--- config.mk ---
export PLATFORM = sky130hd
export DESIGN_NAME = restoring_divider
export DESIGN_NICKNAME = d
export VERILOG_FILES = /design/src/rtl/restoring_divider.sv
export SDC_FILE = /design/constraint.sdc
export NUM_CORES = 1
export LEC_CHECK = 0
export ABC_AREA = 1
export CAP_MARGIN = 0
export CORE_MARGIN = 2
export CORE_UTILIZATION = 54
export DETAILED_ROUTE_END_ITERATION = 7
export GPL_ROUTABILITY_DRIVEN = 0
export GPL_TIMING_DRIVEN = 0
export PLACE_DENSITY = 0.77
export SYNTH_ARGS = -nofsm -noshare
export SYNTH_HDL_FRONTEND = slang
export SYNTH_SLANG_ARGS = --single-unit
--- constraint.sdc ---
create_clock -name clk_i -period 2.52 [get_ports clk_i]
set_input_delay 0.378 -clock clk_i [delete_from_list [all_inputs] [get_ports clk_i]]
set_output_delay 0.378 -clock clk_i [all_outputs]
set_load 0.02 [all_outputs]
--- src/rtl/restoring_divider.sv ---
// restoring_divider: sequential unsigned restoring divider, one quotient bit per clock
module restoring_divider #(
  parameter int WIDTH = 8
) (
  input  logic             clk_i,
  input  logic             reset_i,
  input  logic             start_i,
  input  logic [WIDTH-1:0] dividend_i,
  input  logic [WIDTH-1:0] divisor_i,
  output logic             busy_o,
  output logic             done_o,
  output logic [WIDTH-1:0] quotient_o,
  output logic [WIDTH-1:0] remainder_o,
  output logic             div_by_zero_o
);
  localparam int CW = $clog2(WIDTH);
  typedef enum logic [1:0] {IDLE, RUN, DONE} state_t;
  state_t state_q, state_d;
  logic [WIDTH-1:0] d_q, d_d, q_q, q_d, r_q, r_d;
  logic [WIDTH-1:0] quot_q, quot_d, rem_q, rem_d;
  logic             dbz_q, dbz_d;
  logic [CW-1:0]    cnt_q, cnt_d;
  logic             load, zero, last;
  logic [WIDTH:0]   rs, t;
  logic [WIDTH-1:0] r_nx, q_nx;
  assign load = state_q == IDLE && start_i;
  assign zero = divisor_i == '0;
  assign last = cnt_q == CW'(WIDTH - 1);
  // R < D keeps the shifted remainder below 2^(WIDTH+1), so T's MSB is a clean sign bit
  assign rs   = {r_q, q_q[WIDTH-1]};
  assign t    = rs - {1'b0, d_q};
  assign r_nx = t[WIDTH] ? rs[WIDTH-1:0] : t[WIDTH-1:0];
  assign q_nx = {q_q[WIDTH-2:0], ~t[WIDTH]};
  always_ff @(posedge clk_i or posedge reset_i) begin
    if (reset_i) state_q <= IDLE;
    else         state_q <= state_d;
  end
  always_comb begin
    state_d = state_q;
    case (state_q)
      IDLE:    state_d = start_i ? (zero ? DONE : RUN) : IDLE;
      RUN:     state_d = last ? DONE : RUN;
      DONE:    state_d = start_i ? DONE : IDLE;
      default: state_d = IDLE;
    endcase
  end
  always_comb begin
    busy_o = state_q == RUN;
    done_o = state_q == DONE;
  end
  always_comb begin
    d_d    = d_q;
    q_d    = q_q;
    r_d    = r_q;
    cnt_d  = cnt_q;
    quot_d = quot_q;
    rem_d  = rem_q;
    dbz_d  = dbz_q;
    if (load && !zero) begin
      d_d   = divisor_i;
      q_d   = dividend_i;
      r_d   = '0;
      cnt_d = '0;
    end
    if (load && zero) begin
      quot_d = '1;
      rem_d  = dividend_i;
      dbz_d  = 1'b1;
    end
    if (state_q == RUN) begin
      q_d   = q_nx;
      r_d   = r_nx;
      cnt_d = cnt_q + 1'b1;
      if (last) begin
        quot_d = q_nx;
        rem_d  = r_nx;
        dbz_d  = 1'b0;
      end
    end
  end
  always_ff @(posedge clk_i or posedge reset_i) begin
    if (reset_i) begin
      d_q    <= '0;
      q_q    <= '0;
      r_q    <= '0;
      cnt_q  <= '0;
      quot_q <= '0;
      rem_q  <= '0;
      dbz_q  <= 1'b0;
    end else begin
      d_q    <= d_d;
      q_q    <= q_d;
      r_q    <= r_d;
      cnt_q  <= cnt_d;
      quot_q <= quot_d;
      rem_q  <= rem_d;
      dbz_q  <= dbz_d;
    end
  end
  assign quotient_o    = quot_q;
  assign remainder_o   = rem_q;
  assign div_by_zero_o = dbz_q;
endmodule

==> flow_summary_export.csv, run 1 <==
group,metric,value,unit
timing,hold_viol_final,0,
floorplan,rows,25,
synth,ys_async_sr_fraction,100.0,%
detailed_routing,vias,2210,
floorplan,num_io_pins,38,
timing,period_share,91.42,%
detailed_routing,wl,5718,µm
final_layout,fillers,419,
synth,synth_cells,317,
detailed_routing,drc,0,
detailed_routing,dr.pass1.iters,4,
clock_tree,cts_setup_buffers,0,
synth,synth-xor-area-share,0.6715,%
synth,synth_compound_area_share,10.46,%
setup_path,arrival,1.93,ns
setup_path,start_kind,"flop",
setup_path,critPathMaxFanout,10,
clock_tree,clk_pin_slew,0.08,ns
grt,gr-total-overflow,0,
timing,period_needed,2.304,ns
timing,fin_worst_skew,0.002267,ns
clock_tree,holdBufCountCts,0,
timing,fmax,434.1,MHz
final_layout,final_cell_area,0.003162,mm²
grt,antenna_found_initial,0,
synth,yosysMostFrequentCell,"nand2_1",
synth,synth_area_leader_cell,"dfrtp_1",
final_layout,layout-drive-gt1-share,11.57,%
synth,synth.mux.area_fraction,0,%
synth,ys_top_cells_by_area,"dfrtp_1 (44%), nand2_1 (12%), nand3_1 (6.9%)",
timing,hold_ws,0.2614,ns
clock_tree,cts_inserted_buffers,5,
final_layout,fin_nets,392,
placed_design,portBuffers,37,
setup_path,critPathKind,"flop to primary output",
worst_hold_path,hp-class,"input pin to async pin",
synth,yosys.area_share.simple,30.07,%
placed_design,dpl.hpwl,4416,µm
synth,yosysSeqAreaShare,44.12,%
final_layout,utilization,67.39,%
grt,grt_pass1_wl,9763,µm
clock_tree,cts_root_buf,"clkbuf_8",
timing,rsz0062_at_grt,"no",
grt,grt_pass1_vias,2053,
setup_path,cp.required,2.14,ns
pwr,power.density,1548,mW/mm²
flow_run,cap_violations,0,
floorplan,initial_core_util,55.60,%
synth,synth_commonest_cells,"nand2_1 (80), dfrtp_1 (46), inv_1 (44), nand3_1 (36), a21oi_1 (18)",
detailed_routing,first_iter_violations,159,
synth,yosys.area_share.adder,5.564,%
synth,synthFlopType,"dfrtp_1",
clock_tree,htree_levels,2,
synth,syn_nets,347,
setup_path,worst_setup_path_end_kind,"primary output",
clock_tree,cts_tree,"done",
timing,tightest_slew,0.3103,ns
detailed_routing,ant_nets,0,
synth,syn_area_per_cell,8.230,µm²
timing,setup_violations,0,
floorplan,die_area,0.005403,mm²
synth,synth_top_family_by_area,"simple AND/OR/NAND/NOR gates",
clock_tree,cts_resized,0,
pwr,power.leakage,1.617,nW
timing,fin_tns_setup,0,ns
floorplan,dieWidth,73.51,µm
run_status,status,"finished, final reports clean",
clock_tree,cts.sinks,46,
placed_design,dpl_cell_area,0.003067,mm²
synth,yosys.area.top_type_share,44.12,%
pwr,vdd_drop_max,760.8,µV
grt,grt_util_all_layers,23.67,%
floorplan,fp.dieH,73.51,µm
synth,yosys_register_bits,46,
grt,grt_max_degree,43,
final_layout,area_delta_synth_final,21.20,%
floorplan,fp.coreArea,0.004692,mm²
detailed_routing,vias_per_cell,5.300,
clock_tree,ctsLongestPathBuffers,2,
synth,synthDistinctLibCells,31,
timing,relSlewSlack,79.31,%
placed_design,place_ws,0.4301,ns
synth,yosys_warnings,0,
synth,synth_edf_count,0,
clock_tree,clk_latency,0.30,ns
timing,slew_violations,0,
detailed_routing,drt-wirelength-per-cell,13.71,µm
final_layout,diodes,0,
synth,syn_area,0.002609,mm²
timing,fin_ws,0.2162,ns
-- final timing paths --
path | start | end | slack, ns | cells past startpoint
hold reg to reg | d_q[0] | d_q[0] | 0.49 | 2
min in group clk_i | d_q[0] | d_q[0] | 0.49 | 2
hold / removal | reset_i | d_q[4] | 0.26 | 2
setup / recovery | state_q[0] | busy_o | 0.22 | 4
setup reg to reg | q_q[7] | remainder_o[6] | 0.41 | 14
max in group asynchronous | reset_i | r_q[6] | 1.82 | 3
-- area by class of cell --
| type | instances | area, µm² | area share (%) |
|---|---|---|---|
| timing repair buffer | 38 | 390.4 | 12.35 |
| sequential | 46 | 1151 | 36.41 |
| buffer | 5 | 40.04 | 1.266 |
| multi-input combinational | 216 | 1220 | 38.58 |
| tap | 54 | 67.56 | 2.137 |
| clock inverter | 1 | 8.758 | 0.2770 |
| inverter | 50 | 197.7 | 6.252 |
| clock buffer | 7 | 86.33 | 2.731 |
-- per-stage QoR --
stage | power, mW | instances
after floorplan | 3.598 | 317
after global placement | 4.336 | 408
after detailed placement | 4.422 | 409
after CTS | 4.907 | 417
after global routing | 5.383 | 417
final | 4.895 | 417
-- flip-flops by register name (all words and copies together) (netlist names) --
name	flops
r_q	8
state_q	2
remainder_o	8
div_by_zero_o	1
quotient_o	8
q_q	8
cnt_q	3
d_q	8
-- worst max-delay path, stage by stage (launching register included) --
cell and delay, ns:
dfrtp_1 0.53, nand2_4 0.16, inv_4 0.13, buf_4 0.19, clkdlybuf4s50_1 0.62
-- where the power goes --
group          internal [mW]  switching, mW  leakage (nW)
clock network          0.227          0.253        0.0489
logic                   1.21           1.87          1.03
registers               1.11          0.225         0.543
-- cells by family (layout without fill, tap and decap cells) --
family / count (synthesis) / in the layout
AO/OA/AOI/OAI: 48 / 48
XOR/XNOR: 2 / 2
adder cells (fa/ha/maj): 11 / 11
buffers and inverters: 55 / 101
flip-flops: 46 / 46
AND/OR/NAND/NOR: 155 / 155
-- cell usage in the layout (no fill, tap or decap), types with 2 or more instances in the layout --
| cell type | synthesis | final |
|---|---|---|
| a21oi_1 | 18 | 18 |
| a22o_1 | 2 | 2 |
| buf_2 | 2 | 2 |
| buf_6 | 2 | 2 |
| clkbuf_8 | 0 | 6 |
| clkdlybuf4s50_1 | 0 | 37 |
| dfrtp_1 | 46 | 46 |
| ha_1 | 10 | 10 |
| inv_1 | 44 | 43 |
| inv_2 | 3 | 4 |
| inv_4 | 2 | 2 |
| nand2_1 | 80 | 80 |
| nand2_2 | 9 | 9 |
| nand2_4 | 4 | 4 |
| nand3_1 | 36 | 36 |
| nand3b_1 | 2 | 2 |
| nor2_1 | 15 | 15 |
| nor2_8 | 3 | 3 |
| o21ai_0 | 12 | 12 |
| o21ai_1 | 5 | 5 |
| o22ai_1 | 9 | 9 |
| xor2_1 | 2 | 2 |
-- per-layer routing --
layer	GRT usage, %	share of wire [%]	wire [µm]
met1	34.28	47	2679
met2	36.61	48	2753
met3	4.664	3.9	224
met4	5.859	1.1	61
met5	0	0	0
No activity file was read; power rests on OpenSTA's default activity.
==> run 2, diff against run 1 <==
Settings changed: CORE_UTILIZATION 54 to 49, PLACE_DENSITY 0.77 to 0.74.
Clock period 2.52 ns to 2 ns, I/O delays scaled along.
==> flow_summary_export.csv, run 2 (synthesis results as in run 1) <==
group,metric,value,unit
pwr,p_total,6.701,mW
floorplan,dieWidth,76.97,µm
setup_path,reg2regPathDepth,12,
timing,hold_viol_final,0,
setup_path,cp.required,2.20,ns
grt,grt_max_degree,27,
final_layout,regArea,0.001152,mm²
floorplan,fp.coreArea,0.005107,mm²
setup_path,start_kind,"flop",
flow_run,cap_violations,0,
pwr,power.density,2026,mW/mm²
floorplan,num_io_pins,38,
run_status,status,"finished, final reports clean",
grt,grt_pass1_vias,2166,
setup_path,r2r_setup_slack,0.07,ns
timing,relSlewSlack,66.83,%
grt,antenna_found_initial,0,
floorplan,fp.dieH,76.97,µm
detailed_routing,drt-wirelength-per-cell,14.16,µm
setup_path,critPathKind,"flop to flop",
final_layout,final_common_cell,"nand2_1",
grt,grt_util_all_layers,21.62,%
timing,hold_ws,0.3337,ns
setup_path,r2r_start,"q_q[7]",
final_layout,multi_input_area,0.001339,mm²
final_layout,fin_nets,397,
setup_path,critPathMaxFanout,6,
final_layout,utilization,64.77,%
worst_hold_path,hp-class,"input pin to async pin",
detailed_routing,vias_per_cell,5.201,
clock_tree,cts_root_buf,"clkbuf_8",
clock_tree,htree_levels,2,
setup_path,worstReg2RegEnd,"remainder_o[4]",
detailed_routing,ant_nets,0,
clock_tree,ctsLongestPathBuffers,2,
final_layout,layout_common_cells,"nand2_1 (74), dfrtp_1 (45), inv_1 (41)",
final_layout,layout-drive-gt1-share,17.12,%
final_layout,fillers,454,
timing,setup_violations,0,
timing,fin_worst_skew,0.01130,ns
setup_path,worst_setup_path_end_kind,"flop",
clock_tree,cts_inserted_buffers,5,
floorplan,die_area,0.005924,mm²
detailed_routing,vias,2278,
timing,period_needed,1.925,ns
placed_design,dpl_cell_area,0.003087,mm²
grt,gr-total-overflow,0,
pwr,power.leakage,1.661,nW
setup_path,critPathLaunch,"q_q[7]",
clock_tree,cts.sinks,46,
final_layout,area_delta_synth_final,26.81,%
timing,slew_violations,0,
detailed_routing,first_iter_violations,219,
grt,grt_pass1_wl,10150,µm
setup_path,arrival,2.12,ns
timing,fmax,519.4,MHz
timing,tightest_slew,0.4968,ns
final_layout,final_cell_area,0.003308,mm²
detailed_routing,drc,0,
detailed_routing,wl,6201,µm
floorplan,initial_core_util,51.08,%
timing,period_share,96.26,%
clock_tree,cts_tree,"done",
pwr,vdd_drop_max,819.3,µV
clock_tree,clk_latency,0.30,ns
final_layout,diodes,0,
detailed_routing,dr.pass1.iters,6,
clock_tree,holdBufCountCts,0,
placed_design,portBuffers,37,
setup_path,endpoint,"remainder_o[4]",
floorplan,rows,26,
timing,rsz0062_at_grt,"yes",
placed_design,dpl.hpwl,4541,µm
clock_tree,clk_pin_slew,0.09,ns
-- run 2: timing repair --
action | 4_1_cts | 5_1_grt
hold endpoints to repair | 0 | 0
endpoints found under the setup margin | 18 | 18
resized for setup | 5 | 19
pin swaps | 2 | 8
gates cloned | 1 | 2
buffers inserted | 1 | 1
-- run 2: area by class of cell --
class                           count  share of cell area (%)
Buffer                              5                   1.210
Timing Repair Buffer               40                   12.22
Inverter                           50                   5.976
Multi-Input combinational cell    219                   40.47
Sequential cell                    46                   34.83
Clock buffer                        5                   2.080
Tap cell                           70                   2.648
Clock inverter                      3                  0.5673
-- run 2: worst min-delay path by stage --
stage	end	slack (ns)
2_1_floorplan	d_q[0]	0.42
3_3_place_gp	d_q[0]	0.47
3_5_place_dp	state_q[1]	0.49
4_1_cts	remainder_o[1]	0.34
5_1_grt	d_q[5]	0.38
6_report	remainder_o[3]	0.33
-- run 2: critical path, stage by stage (launching register included) --
cell	delay, ns
dfrtp_1	0.38
inv_2	0.08
ha_4	0.13
inv_2	0.04
fa_2	0.37
nand2_2	0.10
nand2_4	0.07
nand3_4	0.11
nand3_4	0.17
nand2_4	0.16
nand2_2	0.06
nand3_1	0.09
o21ai_1	0.08
-- run 2: where the power goes --
| part | leakage [nW] | internal [mW] | switching, mW |
|---|---|---|---|
| clock | 0.0483 | 0.246 | 0.329 |
| combinational | 1.07 | 1.70 | 2.73 |
| sequential | 0.542 | 1.40 | 0.292 |
| total | 1.66 | 3.35 | 3.35 |
-- run 2: per-layer routing --
metal	vias to the layer above	global-route usage, %	part of all wire [%]
met5	-	0	0
met4	0	4.545	1.3
met3	12	3.647	4.8
met2	71	35.96	49
met1	1060	29.83	45
li1	1135	-	-
-- run 2: metrics by stage --
step / std cells / setup TNS, ns / setup WS (ns)
3_5_place_dp: 425 / -0.9564 / -0.1069
3_3_place_gp: 424 / -15.24 / -0.3242
4_1_cts: 435 / 0 / 0.002390
6_report: 438 / 0 / 0.07470
5_1_grt: 438 / -0.3218 / -0.04115
2_1_floorplan: 317 / 0 / 0.1455
